==> src/rtl/gcd_driver_if.sv <==
// Bundle of client-side job signals and GCD-unit 4-phase handshake signals.
// slave: the driver's view. master: the environment's view (client plus GCD unit).
interface gcd_driver_if;
  logic        in_valid;
  logic        in_ready;
  logic [15:0] in_a;
  logic [15:0] in_b;
  logic        out_valid;
  logic        out_ready;
  logic [15:0] out_c;
  logic        out_err;
  logic        req;
  logic        ack;
  logic [15:0] AB;
  logic [15:0] C;

  modport slave (
    input  in_valid, in_a, in_b, out_ready, ack, C,
    output in_ready, out_valid, out_c, out_err, req, AB
  );

  modport master (
    output in_valid, in_a, in_b, out_ready, ack, C,
    input  in_ready, out_valid, out_c, out_err, req, AB
  );
endinterface

==> src/rtl/gcd_driver.sv <==
// gcd_driver: accepts one job from a local client, ships both operands to an
// external GCD unit over a 4-phase req/ack handshake, and holds the result
// until the client takes it. Zero operands are answered locally.
// Optional macro GCD_DRV_TIMEOUT_EN adds a wait-state watchdog that aborts a
// stuck handshake after TIMEOUT_CYCLES cycles and flags out_err.
//
// state  | meaning
// IDLE   | ready for a job, bus quiet
// SEND_A | req high, AB = reg_a, waiting for ack
// REL_A  | req low, waiting for ack to drop
// SEND_B | req high, AB = reg_b, waiting for ack with result on C
// REL_B  | req low, waiting for ack to drop
// DONE   | result presented until the client consumes it
module gcd_driver #(
  parameter int unsigned TIMEOUT_CYCLES = 1024
) (
  input logic         clk,
  input logic         reset,
  gcd_driver_if.slave bus
);

  typedef enum logic [2:0] {IDLE, SEND_A, REL_A, SEND_B, REL_B, DONE} state_t;

  state_t      state, state_nxt;
  logic [15:0] reg_a, reg_b, res_c;
  logic        load_op, load_zero, load_c, load_tmo;
  logic        waiting;
  logic        tmo;

  assign waiting = (state == SEND_A) || (state == REL_A) ||
                   (state == SEND_B) || (state == REL_B);

`ifdef GCD_DRV_TIMEOUT_EN
  localparam int CNT_W = $clog2(TIMEOUT_CYCLES + 1);
  logic [CNT_W-1:0] cnt;
  logic             res_err;

  // Wait-cycle counter: restarts on every state change.
  always_ff @(posedge clk or posedge reset) begin
    if (reset)                   cnt <= '0;
    else if (state_nxt != state) cnt <= '0;
    else if (waiting)            cnt <= cnt + CNT_W'(1);
  end

  // Fires on the last permitted cycle so req is high for exactly TIMEOUT_CYCLES.
  assign tmo = waiting && (cnt == CNT_W'(TIMEOUT_CYCLES - 1));

  // Error flag travels with the result register.
  always_ff @(posedge clk or posedge reset) begin
    if (reset)                    res_err <= 1'b0;
    else if (load_zero || load_c) res_err <= 1'b0;
    else if (load_tmo)            res_err <= 1'b1;
  end

  assign bus.out_err = res_err;
`else
  assign tmo         = 1'b0;
  assign bus.out_err = 1'b0;
`endif

  // State register.
  always_ff @(posedge clk or posedge reset) begin
    if (reset) state <= IDLE;
    else       state <= state_nxt;
  end

  // Next-state and register-load decode; ack beats timeout in the same cycle.
  always_comb begin
    state_nxt = state;
    load_op   = 1'b0;
    load_zero = 1'b0;
    load_c    = 1'b0;
    load_tmo  = 1'b0;
    case (state)
      IDLE: if (bus.in_valid) begin
        load_op = 1'b1;
        if (bus.in_a != 16'd0 && bus.in_b != 16'd0) begin
          state_nxt = SEND_A;
        end else begin
          load_zero = 1'b1;
          state_nxt = DONE;
        end
      end
      SEND_A: if (bus.ack)    state_nxt = REL_A;
              else if (tmo) begin load_tmo = 1'b1; state_nxt = DONE; end
      REL_A:  if (!bus.ack)   state_nxt = SEND_B;
              else if (tmo) begin load_tmo = 1'b1; state_nxt = DONE; end
      SEND_B: if (bus.ack) begin load_c = 1'b1; state_nxt = REL_B; end
              else if (tmo) begin load_tmo = 1'b1; state_nxt = DONE; end
      REL_B:  if (!bus.ack)   state_nxt = DONE;
              else if (tmo) begin load_tmo = 1'b1; state_nxt = DONE; end
      DONE:   if (bus.out_ready) state_nxt = IDLE;
      default: state_nxt = IDLE;
    endcase
  end

  // Operand and result registers.
  always_ff @(posedge clk or posedge reset) begin
    if (reset) begin
      reg_a <= 16'd0;
      reg_b <= 16'd0;
      res_c <= 16'd0;
    end else begin
      if (load_op) begin
        reg_a <= bus.in_a;
        reg_b <= bus.in_b;
      end
      if (load_zero)     res_c <= (bus.in_a == 16'd0) ? bus.in_b : bus.in_a;
      else if (load_c)   res_c <= bus.C;
      else if (load_tmo) res_c <= 16'd0;
    end
  end

  // Moore outputs; AB follows reg_b from REL_A onward so it never moves under req.
  always_comb begin
    case (state)
      SEND_A:               bus.AB = reg_a;
      REL_A, SEND_B, REL_B: bus.AB = reg_b;
      default:              bus.AB = 16'd0;
    endcase
  end

  assign bus.req       = (state == SEND_A) || (state == SEND_B);
  assign bus.in_ready  = (state == IDLE);
  assign bus.out_valid = (state == DONE);
  assign bus.out_c     = res_c;

endmodule

==> src/flat_wrapper.sv <==
// flat-port wrapper written by rule: the top's interface ports become plain ports
module gcd_driver_flat 
#(
  parameter int unsigned TIMEOUT_CYCLES = 1024
)
  (clk, reset, bus_in_valid, bus_in_a, bus_in_b, bus_out_ready, bus_ack, bus_C, bus_in_ready, bus_out_valid, bus_out_c, bus_out_err, bus_req, bus_AB);
  gcd_driver_if bus_i ();
  input logic clk;
  input logic reset;
  input wire logic [$bits(bus_i.in_valid)-1:0] bus_in_valid;
  input wire logic [$bits(bus_i.in_a)-1:0] bus_in_a;
  input wire logic [$bits(bus_i.in_b)-1:0] bus_in_b;
  input wire logic [$bits(bus_i.out_ready)-1:0] bus_out_ready;
  input wire logic [$bits(bus_i.ack)-1:0] bus_ack;
  input wire logic [$bits(bus_i.C)-1:0] bus_C;
  output wire logic [$bits(bus_i.in_ready)-1:0] bus_in_ready;
  output wire logic [$bits(bus_i.out_valid)-1:0] bus_out_valid;
  output wire logic [$bits(bus_i.out_c)-1:0] bus_out_c;
  output wire logic [$bits(bus_i.out_err)-1:0] bus_out_err;
  output wire logic [$bits(bus_i.req)-1:0] bus_req;
  output wire logic [$bits(bus_i.AB)-1:0] bus_AB;
  assign bus_i.in_valid = bus_in_valid;
  assign bus_i.in_a = bus_in_a;
  assign bus_i.in_b = bus_in_b;
  assign bus_i.out_ready = bus_out_ready;
  assign bus_i.ack = bus_ack;
  assign bus_i.C = bus_C;
  assign bus_in_ready = bus_i.in_ready;
  assign bus_out_valid = bus_i.out_valid;
  assign bus_out_c = bus_i.out_c;
  assign bus_out_err = bus_i.out_err;
  assign bus_req = bus_i.req;
  assign bus_AB = bus_i.AB;
  gcd_driver #(.TIMEOUT_CYCLES(TIMEOUT_CYCLES)) u_core (.clk(clk), .reset(reset), .bus(bus_i));
endmodule
==> config.mk <==
export PLATFORM = sky130hd
export DESIGN_NAME = gcd_driver_flat
export DESIGN_NICKNAME = d
export VERILOG_FILES = /design/src/rtl/gcd_driver_if.sv /design/src/rtl/gcd_driver.sv /design/src/flat_wrapper.sv
export SDC_FILE = /design/constraint.sdc
export NUM_CORES = 1
export LEC_CHECK = 0
export BUFFER_PORTS_ARGS = -buffer_cell sky130_fd_sc_hd__buf_2
export CAP_MARGIN = 20
export CORE_MARGIN = 4
export CORE_UTILIZATION = 45
export CTS_CLUSTER_DIAMETER = 150
export DETAILED_ROUTE_END_ITERATION = 8
export PLACE_DENSITY = 0.71
export SYNTH_ARGS = -nofsm -noshare
export SYNTH_HDL_FRONTEND = slang
export SYNTH_SLANG_ARGS = --single-unit
==> constraint.sdc <==
create_clock -name clk -period 5.1 [get_ports clk]
set_clock_uncertainty 0.05 [all_clocks]
set_input_delay 1.02 -clock clk [delete_from_list [all_inputs] [get_ports clk]]
set_output_delay 1.02 -clock clk [all_outputs]
set_load 0.01 [all_outputs]
==> implementation parameters <==
Parameter                              Value

CTS
  Root buffer cell ... clkbuf_8
  Level count of the clock H-tree ... 2
  Number of buffers created by CTS ... 5
  Largest buffer count on any clock path ... 2
  Buffers inserted by post-CTS timing repair ... 0
  CTS tree ... built
  # resized after CTS ... 0
  Sinks on the clock net ... 51
  Clock insertion delay at the later pin of the skew report ... 300 ps
  CTS Hold Buffers Added ... 0
  Clk pin slew, worst setup/hold paths ... 100 ps

Synth
  Share of async-settable or async-resettable flops after synthesis ... 100%
  Synth Cell Area ... 2840 µm²
  Mapped Nets ... 306
  Post-synth EDFFs ... 0
  Synth top cells by count ... dfrtp_1, nand2_1, mux2_2
  Area leader, netlist ... dfrtp_1
  Most instantiated flip-flop cell in the synthesis netlist ... dfrtp_1
  Number of instances in the synthesized netlist ... 253
  Sequential fraction of the synthesis area ... 45.0%
  Total of flip-flops plus latches after synthesis ... 51
  Cell variety after synth ... 37
  Most used standard cell by instance count after synthesis ... dfrtp_1
  Mean cell area of the mapped netlist ... 11.2 µm²
  Fraction of synthesized cell area taken by the top area cell type ... 45.0%
  Yosys warning total ... 0
  Area contributors post-synth ... dfrtp_1, mux2_2, mux2i_1, a32oi_2, nand2_1

Route
  Routed via count ... 2270
  Detailed router's first-iteration violation count ... 129
  Detailed-route wire length ... 7.40 mm
  1st-pass router iterations ... 4
  Antenna Nets Post-Route ... 0
  Detailed-route wire length per cell ... 18.2 µm
  Via-per-instance ratio ... 5.59
  DRC violations left ... 0

GRT
  Number of antenna violations at the first check in global routing ... 0
  Global route overflow ... 0
  Total Routing Usage GR ... 19.9%
  Wire length of the first global-routing pass ... 11.8 mm
  Number of global-route vias before repair ... 2316
  Maximum number of pins on one net before global-route repair ... 52

Timing
  Unrepaired setup endpoints after global routing ... no
  Number of max-slew violations in the final report ... 0
  Setup-violating endpoint count in the final report ... 0
  Setup slack of the critical path after layout ... 1410 ps
  Final critical delay including setup and external delays ... 3690 ps
  Final total negative setup slack ... 0 ps
  Worst rel slew slack ... 41.0%
  Final hold vios ... 0
  Hold slack ... 467 ps
  Timing-limited maximum frequency ... 271 MHz
  Transition time of the tightest slew-check pin ... 883 ps
  Fin crit share ... 72.4%

Setup path
  Kind of end point of the critical path ... primary output
  Crit path launch type ... flip-flop
  Largest fanout on the critical path ... 17
  Endpoint required time on the critical path ... 4030 ps
  Worst Reg2Reg Path Length in Cells ... 4
  Data arrival time of the worst path ... 2620 ps
  Category of the critical setup timing path ... reg2out

Floorplan
  Area of the core ... 6030 µm²
  Die span in y ... 87.4 µm
  Die ar. ... 7640 µm²
  Die Width ... 87.4 µm
  Top-level I/O count ... 89
  Number of placement rows ... 28
  Initial cell density of the core ... 47.1%

Layout
  Diodes inserted ... 0
  Number of fillers in the final layout ... 550
  Nets ... 383
  Seq. cell area ... 1280 µm²
  Footprint of the multi-input gates ... 1440 µm²
  Layout cell share with drive strength beyond 1 ... 45.6%
  Final core area utilization ... 56.4%
  Area growth from synthesis to final layout ... 19.8%

Pwr
  Power density over cell area ... 574 nW/µm²
  Leakage dissipation ... 1.69 nW
  PnR Total Power ... 1.95 mW
  VDD IR max ... 0.000319 V

Outcome
  Result of the run ... finished clean

Placed design
  Routability congestion estimate ... 0.758
  Setup WS pre-CTS ... 1720 ps
  HPWL after detailed placement ... 5.26 mm
  Number of buffers added on ports ... 87

Run
  Max-cap violation count ... 0

Worst hold path
  Cells on Worst Hold Path ... 1
  Worst hold path class ... reg2reg
## placed cells by master, fill, tap and decap left out, drive strengths merged
| cell type | n |
|---|---|
| o22a | 1 |
| o32ai | 1 |
| nor2 | 20 |
| a21boi | 1 |
| nand2b | 1 |
| a21oi | 2 |
| mux2i | 17 |
| nand3 | 1 |
| nand2 | 44 |
| a21o | 1 |
| buf | 90 |
| and2 | 2 |
| clkinv | 1 |
| nand4 | 2 |
| dfrtp | 51 |
| clkbuf | 6 |
| a22oi | 8 |
| inv | 1 |
| a22o | 10 |
| xor2 | 1 |
| clkinvlp | 1 |
| mux2 | 32 |
| nor4 | 8 |
| a32oi | 16 |
| nor3 | 1 |
| nor2b | 3 |
| conb | 1 |
| o21ai | 7 |
| nor3b | 1 |
## kinds of logic after synthesis
logic type	synth area share (%)
buffers and inverters	4.15
flip-flops	45.0
multiplexers	18.7
other	0.132
AND/OR/NAND/NOR	15.9
XOR/XNOR	0.309
AO/OA/AOI/OAI	15.8
## cell type report
type                    instances  area share (%)
multi-input cells             181            42.5
repair buffers                 90            14.2
well taps                      75            2.76
inverters                       1           0.110
clock buffers                   6            2.43
clock inverters                 2           0.479
flip-flops and latches         51            37.6
## metrics by stage
step	area, µm²	cells
2_1_floorplan	2840	253
5_1_grt	3400	406
6_report	3400	406
3_5_place_dp	3260	396
3_3_place_gp	3260	396
4_1_cts	3360	404
## final timing paths
kind,startpoint,slack [ps],endpoint
max,u_core.state[1],1410,bus_AB[7]
max in group asynchronous,reset,3970,u_core.reg_b[0]
min,u_core.reg_a[2],470,u_core.reg_a[2]
min in group asynchronous,reset,550,u_core.reg_b[12]
max reg2reg,u_core.state[2],3070,u_core.bus.out_c[7]
min reg2reg,u_core.reg_a[2],470,u_core.reg_a[2]
## report_power, final
part           total (mW)  internal [mW]  switching, mW
Clock               0.248          0.111          0.137
Sequential          0.762          0.604          0.158
Combinational       0.941          0.473          0.468
## flip-flops by register name (all words and copies together) (netlist names)
signal / count
u_core.bus.out_c: 16
u_core.reg_a: 16
u_core.reg_b: 16
u_core.state: 3
## worst max-delay path, cell delays in order, from the launching register on
cell	delay, ps
dfrtp_1	590
nor2b_1	550
nor2b_1	780
a22o_1	270
buf_2	130
## layer usage
metal | track usage, % | part of all wire, %
met5 | 0 | 0
met4 | 4.32 | 0.80
met3 | 6.05 | 7.5
met2 | 31.7 | 49
met1 | 26.7 | 43
(Power assumes the default switching activity.)
